$ cat src/rtl/alu_issue_ctrl.sv
// Issue/sequencing stage for the 16-bit combinational ALU.
// This stage accepts load and ALU commands over a valid/ready handshake and holds a small register file.
// It drives registered operands to the ALU and writes each ALU result back.
// An op can repeat rep+1 times, with each result fed back as the next M operand.
// The final result and flags are reported on a one-cycle strobe.
module alu_issue_ctrl #(
    parameter int NREG = 4,
    parameter int REPW = 4,
    localparam int AW = $clog2(NREG)
) (
    input  logic            clk,
    input  logic            rst_n,
    input  logic            cmd_valid,
    output logic            cmd_ready,
    input  logic            cmd_ld,
    input  logic [2:0]      cmd_opc,
    input  logic            cmd_cin,
    input  logic [AW-1:0]   cmd_dst,
    input  logic [AW-1:0]   cmd_srcm,
    input  logic [AW-1:0]   cmd_srcn,
    input  logic [REPW-1:0] cmd_rep,
    input  logic [15:0]     cmd_imm,
    output logic [15:0]     alu_m,
    output logic [15:0]     alu_n,
    output logic [2:0]      alu_opc,
    output logic            alu_c,
    input  logic [15:0]     alu_f,
    input  logic            alu_zer,
    input  logic            alu_neg,
    output logic            res_valid,
    output logic [15:0]     res_data,
    output logic            res_zer,
    output logic            res_neg,
    input  logic [AW-1:0]   rd_addr,
    output logic [15:0]     rd_data
);

    typedef enum logic [1:0] {
        IDLE = 2'd0,
        EXEC = 2'd1,
        DONE = 2'd2
    } state_t;

    state_t          state;
    state_t          state_nx;
    logic [15:0]     regs [NREG];
    logic [AW-1:0]   dst_q;
    logic [REPW-1:0] cnt;
    logic            live;
    logic            acc;

    // cmd_ready stays low during reset and through the first edge after release.
    assign cmd_ready = (state == IDLE) && live;
    assign acc       = cmd_valid && cmd_ready;
    assign res_valid = (state == DONE);
    assign rd_data   = regs[rd_addr];

    // The live flag rises on the first clock edge after reset is released.
    always_ff @(posedge clk or negedge rst_n) begin
        if (!rst_n) live <= 1'b0;
        else        live <= 1'b1;
    end

    // This process registers the sequencer state.
    always_ff @(posedge clk or negedge rst_n) begin
        if (!rst_n) state <= IDLE;
        else        state <= state_nx;
    end

    // Next state: ALU commands run in EXEC until the count expires, then report once in DONE.
    always_comb begin
        state_nx = state;
        case (state)
            IDLE:    if (acc && !cmd_ld) state_nx = EXEC;
            EXEC:    if (cnt == '0) state_nx = DONE;
            DONE:    state_nx = IDLE;
            default: state_nx = IDLE;
        endcase
    end

    // Datapath: register file writes, ALU operand staging, iteration count and result capture.
    always_ff @(posedge clk or negedge rst_n) begin
        if (!rst_n) begin
            for (int i = 0; i < NREG; i++) regs[i] <= '0;
            alu_m    <= '0;
            alu_n    <= '0;
            alu_opc  <= '0;
            alu_c    <= 1'b0;
            dst_q    <= '0;
            cnt      <= '0;
            res_data <= '0;
            res_zer  <= 1'b0;
            res_neg  <= 1'b0;
        end else begin
            case (state)
                IDLE: begin
                    if (acc) begin
                        if (cmd_ld) begin
                            regs[cmd_dst] <= cmd_imm;
                        end else begin
                            // N is snapshotted here, so a dst==srcn op keeps the original N value.
                            alu_m   <= regs[cmd_srcm];
                            alu_n   <= regs[cmd_srcn];
                            alu_opc <= cmd_opc;
                            alu_c   <= cmd_cin;
                            dst_q   <= cmd_dst;
                            cnt     <= cmd_rep;
                        end
                    end
                end
                EXEC: begin
                    regs[dst_q] <= alu_f;
                    res_data    <= alu_f;
                    res_zer     <= alu_zer;
                    res_neg     <= alu_neg;
                    if (cnt != '0) begin
                        // Each result feeds back as the next M operand; carry-in applies to the first pass only.
                        cnt   <= cnt - REPW'(1);
                        alu_m <= alu_f;
                        alu_c <= 1'b0;
                    end
                end
                default: ;
            endcase
        end
    end

endmodule

$ cat config.mk
export PLATFORM = sky130hd
export DESIGN_NAME = alu_issue_ctrl
export DESIGN_NICKNAME = d
export VERILOG_FILES = /design/src/rtl/alu_issue_ctrl.sv
export SDC_FILE = /design/constraint.sdc
export NUM_CORES = 1
export LEC_CHECK = 0
export CAP_MARGIN = 20
export CORE_MARGIN = 5
export CORE_UTILIZATION = 35
export CTS_CLUSTER_DIAMETER = 80
export DETAILED_ROUTE_END_ITERATION = 6
export GPL_TIMING_DRIVEN = 0
export PLACE_DENSITY_LB_ADDON = 0.05
export SLEW_MARGIN = 30
export SYNTH_ARGS = -nofsm -noshare
export SYNTH_HDL_FRONTEND = slang
export SYNTH_SLANG_ARGS = --single-unit
export TNS_END_PERCENT = 5
$ cat constraint.sdc
create_clock -name clk -period 2.5 [get_ports clk]
set_input_delay 0.25 -clock clk [delete_from_list [all_inputs] [get_ports clk]]
set_output_delay 0.25 -clock clk [all_outputs]
set_load 0.02 [all_outputs]
-- Word level (Yosys, flattened, before mapping)
Index checks and enable logic that the tools add are counted.
- $lt $le $gt $ge: 7
- muxes and demuxes: 33
- eq/ne operators: 8
- bitwise gates (word level): 6
- shift-type cells: 0
- $mul: 0
- divide/modulo/power cells: 0
- add/sub/neg operators: 1
- reduce and logical (&&, ||, !) cells: 14
- operator list (operator ; count):
    $mux W16 ; 11
    $bwmux W64 ; 2
    $mux W64 ; 2
    $pmux W64 S2 ; 1
    $bmux W16 S2 ; 3
    $demux W16 S2 ; 2
    $pmux W16 S2 ; 1
    $ge A3 B3 Y1 const B ; 5
    $not A2 Y3 ; 5
    $mux W4 ; 3
    $ne A2 B2 Y1 const B ; 5
    $pmux W4 S2 ; 1
    $lt A3 B1 Y1 const B ; 2
    $reduce_and A3 Y1 ; 2
    $logic_and A1 B1 Y1 ; 5
    $logic_not A4 Y1 ; 1
    $mux W2 ; 2
    $pmux W2 S2 ; 1
    $reduce_and A4 Y1 ; 1
    $reduce_bool A4 Y1 ; 1
    $sub A4 B1 Y4 const B ; 1
    $mux W1 ; 3
    $eq A2 B1 Y1 const B ; 1
    $eq A2 B2 Y1 const B ; 1
    other kinds (7) ; 7
- logic and storage cells: 84
- flip-flop bits (word level): 127
- output and inout bits: 72
- bits of input ports: 54
- bits in read-only memories: 0
- memories kept: 0
- memory bits (writable): 0
- bits in latches: 0

-- Depth between registers and ports, before layout
- depth after elaboration: 9
- gate-level depth with buffers: 8
- mapped depth without buffers: 6

-- Least setup slack after synthesis
Ideal clock, no wire load.
- path kind: register to register
- start: register state[0]
- end: register regs[21] (netlist name)
- slack: 0.705 ns
- path buffers: 3
- period minus slack after synthesis: 1.795 ns
- data required time: 2.375 ns
- arrival: 1.670 ns
- stages on the path, launching flop included: 8
- library setup time: 0.125 ns
- cell sequence: dfrtp_1 > nor2b_4 > buf_6 > buf_4 > and2_4 > o21ai_4 > buf_6 > mux2_4
- cells in the longest elaborated chain, start to end: 5
- elaborated cells between the ends (all ways): 9
- classes of those cells: eq/ne: 3; mux: 1; reduce/logical: 5
- ends and longest elaborated chain (what ; RTL line ; RTL):
    start, declared ; 44 ; state_t state;
    start signal, assigned ; 67 ; else state <= state_nx;
    $logic_not A2 Y1 ; 53, 95 ;
    $logic_and A1 B1 Y1 ; 53 ; assign cmd_ready = (state == IDLE) && live;
    $logic_and A1 B1 Y1 ; 54 ; assign acc = cmd_valid && cmd_ready;
    $ne A2 B2 Y1 (no source line) ; n/a ;
    $reduce_and A3 Y1 (no source line) ; n/a ;
    end signal, assigned by index ; 99 ; regs[cmd_dst] <= cmd_imm;
    end signal, assigned by index ; 112 ; regs[dst_q] <= alu_f;
    end, declared ; 46 ; logic [15:0] regs [NREG];
Several ways; a longest one is shown, not always the timed one.
A chain may end at the register's enable or synchronous reset.

-- Worst setup path in the final report
- start: input rd_addr[1]
- end: output rd_data[14]
- cells in the longest elaborated chain, start to end: 4
- ends and longest elaborated chain (what ; RTL line ; RTL):
    start, declared ; 34 ; input logic [AW-1:0] rd_addr,
    $not A2 Y3 (implied by the code) ; 56 ; assign rd_data = regs[rd_addr];
    $bmux W16 S2 ; 56 ;
    $mux W16 (implied by the code) (2 in series) ; 56 ;
    end, declared ; 35 ; output logic [15:0] rd_data
Every way passes these cells. The select of a mux whose other input is x is not followed.

==> results by group <==
Finish
  – Antenna diode instance count: 0
  – Summed area of non-filler cells in the final layout: 0.00927 mm²
  – Synth-to-Final Area Change: 30.8%
  – Number of fill cells in the layout: 1794
  – Fin nets: 718
  – Fraction of final layout cells sized beyond drive strength 1: 30.8%

Detailed routing
  – DR WL/cell: 25.9 µm
  – Via count of the routed design: 5387
  – DRT Pass-1 Iters: 5
  – Initial DRC count: 357
  – Antenna Violating Nets Remaining: 0
  – Post-route DRC violation count: 0
  – Vias per inst: 5.69
  – Routed WL: 24500 µm

Critical path
  – CP top delay family: buffers and inverters
  – Data arrival time of the critical path: 2110 ps
  – Highest cell delay on the worst timing path: 560 ps
  – Flop2flop setup slack: 220 ps
  – Worst path required time: 2250 ps
  – Classification of the worst setup path: input port to output pin
  – Capturing element type of the critical path: output pin
  – Slowest-stage cell, CP: clkdlybuf4s50_1
  – Worst Path Max Fanout: 10
  – WP buf/inv: 3
  – Launching element type of the critical path: input port
  – CP Cell Sequence: clkbuf_1 > clkbuf_2 > mux4_2 > clkdlybuf4s50_1

Placed design
  – Total half-perimeter wirelength after legalization and detailed placement: 16400 µm
  – Placer Congestion: 0.806
  – Area after detailed placement: 0.00865 mm²
  – Buffers added on ports: 119

Clocking
  – Total CTS buffers: 17
  – Library cell used as clock root buffer: clkbuf_16
  – H-Tree Level Count: 4
  – Worst-skew pair later-pin latency: 420 ps
  – TritonCTS clock tree: built
  – Clock buffer depth: 2
  – Clk pin slew, worst setup/hold paths: 60 ps
  – # clock sinks: 127

Yosys
  – Number of flops mapped to enable cells by yosys: 0
  – Asr flop ratio synth: 100%
  – Cell type with the largest total area after synthesis: dfrtp_1
  – Syn. warnings: 0
  – Cell count after synthesis: 523
  – Synthesized flop and latch total: 127
  – Total nets after synthesis: 578
  – Cell with the most instances after synthesis: dfrtp_1
  – Ranking of synthesized cells by area: dfrtp_1, mux4_2, mux2_4, a32o_1, mux2_2
  – Register area share after synthesis: 44.9%
  – Dominant register cell in the synthesized netlist: dfrtp_1
  – Mean area per synthesized cell: 13.5 µm²
  – Synthesized area: 0.00709 mm²
  – Top-area cell type share of the netlist area: 44.9%
  – Cell variety after synth: 39
  – List of most frequent post-synthesis cells: dfrtp_1, nand2_1, a32o_1, mux4_2, mux2_4

STA
  – Hold WS: 375 ps
  – Worst rel slew slack: 34.1%
  – Final-layout setup total negative slack: 0 ps
  – Count of endpoints failing setup in the final report: 0
  – Max Slew Vio Count: 0
  – Worst Tran Pin Value: 988 ps
  – RSZ-0062 raised after global routing: no
  – Final Hold Viols: 0
  – Share of the clock period used by the worst path: 94.4%
  – Time the worst path needs with I/O delays and setup: 2360 ps
  – Achievable Freq: 424 MHz
  – Worst setup skew after layout: 9.23 ps

Global routing
  – Vias in the first global route: 5818
  – Total Routing Usage GR: 21.1%
  – Maximum number of pins on one net before global-route repair: 68
  – Global-route wire length before repair: 37100 µm
  – GRT Residual Overflow: 0
  – Number of antenna violations at the first check in global routing: 0

Floorplan
  – Die span in x: 152 µm
  – I/O pin count: 126
  – Cell row count: 52
  – Initial core utilization: 35.2%
  – Floorplan core area: 0.0201 mm²
  – Die Area: 0.0232 mm²
  – Die Y: 152 µm

Power and ir drop
  – Pwr/cell area: 1230 mW/mm²
  – Switching part of the total: 39.2%
  – Comb power frac: 47.9%
  – Share of total power in sequential cells: 29.4%
  – Proportion of power drawn by the clock network: 22.6%
  – Overall Power: 11.4 mW
  – Pleak: 3.99 nW
  – Net switching power: 4.48 mW
  – Pint: 6.94 mW
  – Worst vdd ir: 0.597 mV

Min path
  – Worst min path class: input port to async pin

Flow run
  – Max-cap violations: 0

Outcome
  – Run status: completed
cell type report:
class,count,area (µm²),area share (%)
inverters,4,15.0,0.162
clock inverters,14,168,1.81
repair buffers,121,1230,13.3
plain buffers,47,270,2.92
clock buffers,18,439,4.74
flip-flops and latches,127,3180,34.3
multi-input cells,345,3630,39.1
well taps,270,338,3.65
sequential cells by signal, indices dropped and copies added (netlist names), 2 cells and up:
signal / count
alu_opc: 3
res_data: 16
dst_q: 2
cnt: 4
regs: 64
alu_m: 16
alu_n: 16
state: 2
per-layer routing:
| layer | wire, µm | share of wire (%) | track usage [%] |
|---|---|---|---|
| met1 | 11500 | 47 | 30.6 |
| met2 | 11100 | 45 | 32.2 |
| met3 | 1420 | 5.8 | 3.81 |
| met4 | 488 | 2.0 | 6.85 |
| met5 | 0 | 0 | 0 |
power groups by stage:
stage	registers (mW)	clock network [mW]	logic [mW]
2_1_floorplan	3.76	0	2.80
5_1_grt	3.46	2.72	5.79
6_report	3.36	2.59	5.48
3_3_place_gp	3.35	0	5.44
3_5_place_dp	3.39	0	5.47
4_1_cts	3.36	2.62	5.50
cell usage in the layout, fill, tap and decap left out, types with 2 or more instances in the layout:
cell and count:
a21oi_1 2, a32o_1 48, and2_4 2, buf_1 3, buf_2 14, buf_4 5
buf_6 7, bufinv_16 3, clkbuf_1 16, clkbuf_16 17, clkdlybuf4s50_1 118, clkinv_2 3
clkinv_4 2, clkinvlp_4 6, dfrtp_1 127, inv_1 4, mux2_2 38, mux2_4 47
mux4_2 48, nand2_1 56, nand3_1 2, nor2_1 37, nor2b_1 3, nor3_1 2
nor3b_4 2, o21ai_0 3, o21ai_4 3, o22ai_1 18, o2bb2ai_1 17, xor2_1 2
cells by family (layout without fill, tap and decap cells):
| logic type | Yosys count | after routing | share of synthesized area [%] |
|---|---|---|---|
| AO/OA/AOI/OAI | 95 | 95 | 12.0 |
| XOR/XNOR | 2 | 2 | 0.247 |
| adder cells (fa/ha/maj) | 1 | 1 | 0.177 |
| buffers and inverters | 51 | 204 | 3.97 |
| flip-flops | 127 | 127 | 44.9 |
| multiplexers | 133 | 133 | 31.3 |
| other | 1 | 1 | 0.0529 |
| AND/OR/NAND/NOR | 113 | 113 | 7.47 |
through the flow:
step	setup slack (ps)	util [%]	instances
floorplan	705	-	523
global placement	-4240	42.8	912
detailed placement	-166	43.0	913
CTS	28.7	46.1	946
global route	72.2	46.1	946
finish	141	46.1	946
what timing repair did:
| item | CTS | global route |
|---|---|---|
| hold buffers | 1 | 0 |
| endpoints found under the setup margin | 10 | 6 |
| hold endpoints to repair | 66 | 0 |
| resized for setup | 1 | 1 |
| pin swaps | 0 | 0 |
| buffers inserted | 0 | 0 |
path summary, 6_finish.rpt:
check	startpoint	to	depth (start not counted)
max in group asynchronous	rst_n	alu_m[10]$_DFFE_PN0P_	3
max reg2reg	cnt[0]$_DFFE_PN0P_	alu_m[1]$_DFFE_PN0P_	7
min reg2reg	res_data[9]$_DFFE_PN0P_	res_data[9]$_DFFE_PN0P_	2
max	rd_addr[1]	rd_data[14]	4
min	rst_n	alu_n[4]$_DFFE_PN0P_	2
min in group clk	alu_zer	res_zer$_DFFE_PN0P_	3
No activity file was read; power rests on OpenSTA's default activity.
